[src/rtl/stack_program_sequencer.sv]
// Program sequencer with a call/return hardware stack, pipeline hold and sticky stack-error flags.
// Optional build macro STACK_OVF_TRAP_EN: an overflowing call vectors to TRAP_VEC instead of its target.
module stack_program_sequencer #(
  parameter int                ADDR_W      = 8,
  parameter int                JMP_W       = 4,
  parameter int                STACK_DEPTH = 4,
  parameter logic [ADDR_W-1:0] TRAP_VEC    = 8'hF0
) (
  input  logic                             clk,
  input  logic                             reset,
  input  logic                             hold,
  input  logic                             jmp,
  input  logic                             jmp_nz,
  input  logic                             dont_jmp,
  input  logic                             call,
  input  logic                             ret,
  input  logic [JMP_W-1:0]                 jmp_addr,
  output logic [ADDR_W-1:0]                pm_addr,
  output logic [ADDR_W-1:0]                pc,
  output logic [$clog2(STACK_DEPTH+1)-1:0] stack_depth,
  output logic                             stack_ovf,
  output logic                             stack_unf
);

  localparam int DEPTH_W = $clog2(STACK_DEPTH + 1);
  localparam int IDX_W   = (STACK_DEPTH > 1) ? $clog2(STACK_DEPTH) : 1;

`ifdef STACK_OVF_TRAP_EN
  localparam bit TRAP_EN = 1'b1;
`else
  localparam bit TRAP_EN = 1'b0;
`endif

  logic [ADDR_W-1:0] stack_mem [STACK_DEPTH];
  logic [ADDR_W-1:0] target;
  logic [ADDR_W-1:0] inc;
  logic [ADDR_W-1:0] top;
  logic [ADDR_W-1:0] ovf_target;
  logic [IDX_W-1:0]  top_idx;
  logic [IDX_W-1:0]  push_idx;
  logic              stack_empty;
  logic              stack_full;
  logic              do_push;
  logic              do_pop;
  logic              set_ovf;
  logic              set_unf;

  // Jump field lands in the most significant address bits.
  assign target      = ADDR_W'(jmp_addr) << (ADDR_W - JMP_W);
  assign inc         = pc + 1'b1;
  assign stack_empty = (stack_depth == '0);
  assign stack_full  = (stack_depth == DEPTH_W'(STACK_DEPTH));
  assign top_idx     = IDX_W'(stack_depth - 1'b1);
  assign push_idx    = IDX_W'(stack_depth);
  assign top         = stack_mem[top_idx];
  assign ovf_target  = TRAP_EN ? TRAP_VEC : target;

  always_comb begin
    pm_addr = inc;
    do_push = 1'b0;
    do_pop  = 1'b0;
    set_ovf = 1'b0;
    set_unf = 1'b0;
    if (reset) begin
      pm_addr = '0;
    end else if (hold) begin
      pm_addr = pc;
    end else if (ret) begin
      if (stack_empty) begin
        set_unf = 1'b1;
        pm_addr = inc;
      end else begin
        do_pop  = 1'b1;
        pm_addr = top;
      end
    end else if (call) begin
      if (stack_full) begin
        set_ovf = 1'b1;
        pm_addr = ovf_target;
      end else begin
        do_push = 1'b1;
        pm_addr = target;
      end
    end else if (jmp || (jmp_nz && !dont_jmp)) begin
      pm_addr = target;
    end
  end

  always_ff @(posedge clk or posedge reset) begin
    if (reset) begin
      pc          <= '0;
      stack_depth <= '0;
      stack_ovf   <= 1'b0;
      stack_unf   <= 1'b0;
    end else begin
      pc <= pm_addr;
      if (do_push) begin
        stack_depth <= stack_depth + 1'b1;
      end else if (do_pop) begin
        stack_depth <= stack_depth - 1'b1;
      end
      if (set_ovf) begin
        stack_ovf <= 1'b1;
      end
      if (set_unf) begin
        stack_unf <= 1'b1;
      end
    end
  end

  // Stack contents need no reset; the depth counter alone decides what is valid.
  always_ff @(posedge clk) begin
    if (do_push) begin
      stack_mem[push_idx] <= inc;
    end
  end

endmodule
[config.mk]
export PLATFORM = sky130hd
export DESIGN_NAME = stack_program_sequencer
export DESIGN_NICKNAME = d
export VERILOG_FILES = /design/src/rtl/stack_program_sequencer.sv
export SDC_FILE = /design/constraint.sdc
export NUM_CORES = 1
export LEC_CHECK = 0
export CAP_MARGIN = 20
export CORE_MARGIN = 2
export CORE_UTILIZATION = 45
export DETAILED_ROUTE_END_ITERATION = 16
export HOLD_SLACK_MARGIN = 0.05
export PLACE_DENSITY = 0.69
export SLEW_MARGIN = 40
export SYNTH_ARGS = -nofsm -noshare
export SYNTH_HDL_FRONTEND = slang
export SYNTH_SLANG_ARGS = --single-unit
export TNS_END_PERCENT = 50
[constraint.sdc]
create_clock -name clk -period 2.6 [get_ports clk]
set_input_delay 0.26 -clock clk [delete_from_list [all_inputs] [get_ports clk]]
set_output_delay 0.26 -clock clk [all_outputs]
set_load 0.02 [all_outputs]
==> qor.csv <==
stage,metric,value,unit
synthesis,Synth cell types,36,
timing,clock skew after layout,0.00849,ns
floorplanning,Die Y,72.1,um
power,Clk pwr share,17.5,%
drt,routed len/inst,19.3,um
layout,nets@finish,213,
cts,Worst-path clk slew,0.08,ns
timing,RSZ-0062 raised after global routing,false,
global_route,initial antenna violation count,0,
synthesis,Synth Net Count,165,
drt,via count,1434,
outcome,status,completed,
synthesis,Post-Syn Area,2090,um^2
critical_path,CP startpoint,stack_depth[0],
layout,"commonest non-fill, non-tap cell in the layout",edfxtp_1,
critical_path,CP Max Fanout,8,
cts,cts bufs inserted,5,
floorplanning,Row Count,24,
power,switch share,33.8,%
global_route,Congestion Overflow GR,0,
layout,final core occ,60.2,%
synthesis,YS warnings,0,
power,power density cells,878,nW/um^2
critical_path,CP required,2.34,ns
place,RePlAce Congestion,0.812,
critical_path,CP Capture Type,output pin,
layout,Antenna diodes,0,
cts,H-tree levels,2,
critical_path,startpoint types,flip-flop,
synthesis,Post-synth EDFFs,32,
drt,Routed WL,4800,um
timing,Tcrit/Tclk final,94.0,%
drt,Residual DRC,0,
cts,Post CTS Setup Buffer Count,0,
timing,final hold vios,0,
timing,worst-margin pin slew,0.560,ns
timing,min Tclk post-route,2.44,ns
power,register share of total power,39.1,%
synthesis,ys async rst share,28.9,%
global_route,largest net degree at the start of global routing,14,
drt,Vias per Instance,5.78,
cts,CTS tree,yes,
floorplanning,Core Area,4410,um^2
synthesis,Yosys reg bits,45,
power,worst vdd ir,0.000497,V
layout,area grow syn2layout,27.5,%
critical_path,Setup crit end,pm_addr[6],
place,dpl hpwl,3370,um
floorplanning,die area,5200,um^2
timing,slew margin rel.,62.7,%
timing,TNS Setup,0,ns
layout,"commonest cells after routing, fill and taps aside","edfxtp_1, clkdlybuf4s50_1, buf_4",
drt,DR iter-0 viols,66,
cts,CTS Sinks,45,
synthesis,Synth Area per Inst,14.2,um^2
place,dpl cell area,2560,um^2
critical_path,CP arrival,2.18,ns
global_route,first-pass GRT wire length,7670,um
cts,clk_lat worst skew,0.29,ns
synthesis,sequential share of the synthesized area,61.7,%
timing,Setup-failing EPs final,0,
drt,drt pass-1 iters,4,
critical_path,reg-to-reg endpoint,pc[7],
power,internal power,1550,uW
power,combinational share of power,43.4,%
power,Leakage Power,0.00103,uW
floorplanning,IO Count,33,
critical_path,kind of critical path,flip-flop to output pin,
floorplanning,Die W,72.1,um
power,switching power,789,uW
layout,ratio of cells with drive above 1 in the final layout,22.4,%
timing,Hold WS,0.474,ns
critical_path,reg-to-reg setup timing slack,0.90,ns
synthesis,dominant register cell in the synthesized netlist,edfxtp_1,
global_route,GR Util All Layers,20.3,%
layout,post-route design area,2660,um^2
critical_path,RR Startpoint,stack_depth[0],
place,number of port buffers,32,
min_path,worst hold path class,flip-flop to flip-flop,
power,total design power,2340,uW
timing,max-slew violations,0,
job,Max Cap Violations,0,
critical_path,R2R cell count,6,
timing,Highest Clock Rate,409,MHz
cts,Max clock buf depth,2,
global_route,vias in the first global route,1487,
floorplanning,Starting Density,47.3,%
cts,clk root buf,clkbuf_8,
drt,Routed Antenna Nets,0,
synthesis,Synth Instances,147,
[power by group through the flow]
stage,Sequential [uW],Combinational [uW],Clock [uW]
4_1_cts,914,1030,416
3_5_place_dp,930,988,0
2_1_floorplan,1010,519,0
6_report,913,1010,409
5_1_grt,925,1100,442
3_3_place_gp,928,962,0
[worst max-delay path: stages, from the launching register on]
cell and delay (ns):
dfrtp_1 0.38, inv_1 0.14, ha_4 0.19, nand2b_1 0.10, and2_2 0.29, nor4_1 0.30, o21ai_1 0.14, dlygate4sd2_1 0.34
[synth_stat cells, types with 2 or more instances]
| master | n | area, um^2 |
|---|---|---|
| edfxtp_1 | 32 | 961 |
| dfrtp_1 | 13 | 325 |
| nand2_1 | 11 | 41.3 |
| nand3_1 | 9 | 45.0 |
| inv_1 | 8 | 30.0 |
| mux4_2 | 8 | 180 |
| ha_1 | 6 | 75.1 |
| nor3_1 | 4 | 20.0 |
| nor4_1 | 4 | 25.0 |
| o21ai_0 | 4 | 20.0 |
| xnor2_1 | 4 | 35.0 |
| and2_2 | 3 | 22.5 |
| buf_2 | 3 | 15.0 |
| nand4_1 | 3 | 18.8 |
| nor2_1 | 3 | 11.3 |
| o21a_1 | 3 | 22.5 |
| o221ai_1 | 3 | 26.3 |
| or2_2 | 3 | 18.8 |
| a21o_1 | 2 | 15.0 |
| a221oi_1 | 2 | 17.5 |
| a31oi_1 | 2 | 12.5 |
| nand2b_1 | 2 | 12.5 |
| o31ai_1 | 2 | 15.0 |
[metrics by stage]
stage	std cells	worst slack, ns
after floorplan	147	-0.0526
after detailed placement	240	0.0428
after CTS	248	0.0197
final	248	0.155
after global routing	248	0.000357
after global placement	240	0.0631
[final cells by class]
type                       instances  area (um^2)
clock buffer                       7         76.3
clock inverter                     1         3.75
fill                             352         1760
inverter                           8         30.0
multi-input combinational         89          773
sequential                        45         1290
tap                               52         65.1
timing repair buffer              46          424
[cell families after synthesis]
| kind of cell | share of synthesized area [%] |
|---|---|
| simple gates | 12.2 |
| flops | 61.7 |
| compound gates | 8.88 |
| buf+inv | 2.88 |
| mux | 8.64 |
| fa+ha+maj | 3.60 |
| xor+xnor | 2.10 |
[worst min path at each step]
| stage | start | end | slack [ns] | cells after the start |
|---|---|---|---|---|
| floorplan | reset | pc[0] | 0.26 | 2 |
| global placement | stack_unf | stack_unf | 0.45 | 2 |
| detailed placement | stack_unf | stack_unf | 0.46 | 2 |
| CTS | stack_unf | stack_unf | 0.48 | 2 |
| global route | stack_unf | stack_unf | 0.50 | 2 |
| finish | stack_unf | stack_unf | 0.47 | 2 |
[sequential cells by signal (all words and copies together) (netlist names)]
register	count
pc	8
stack_unf	1
stack_mem	32
stack_ovf	1
stack_depth	3
[routing by layer]
| metal | global-route usage (%) | part of all wire (%) | wire length (um) | up-vias |
|---|---|---|---|---|
| met3 | 4.58 | 6.2 | 299 | 7 |
| met1 | 25.9 | 44 | 2100 | 719 |
| met2 | 33.2 | 49 | 2330 | 45 |
| met4 | 9.01 | 1.5 | 72 | 0 |
| li1 | - | - | - | 663 |
| met5 | 0 | 0 | 0 | - |
[what timing repair did]
action,CTS,global route
pin swaps,0,0
hold buffers,0,0
resized for setup,10,4
endpoints found under the setup margin,8,4
Note: power is estimated with default switching activity, not from simulation.
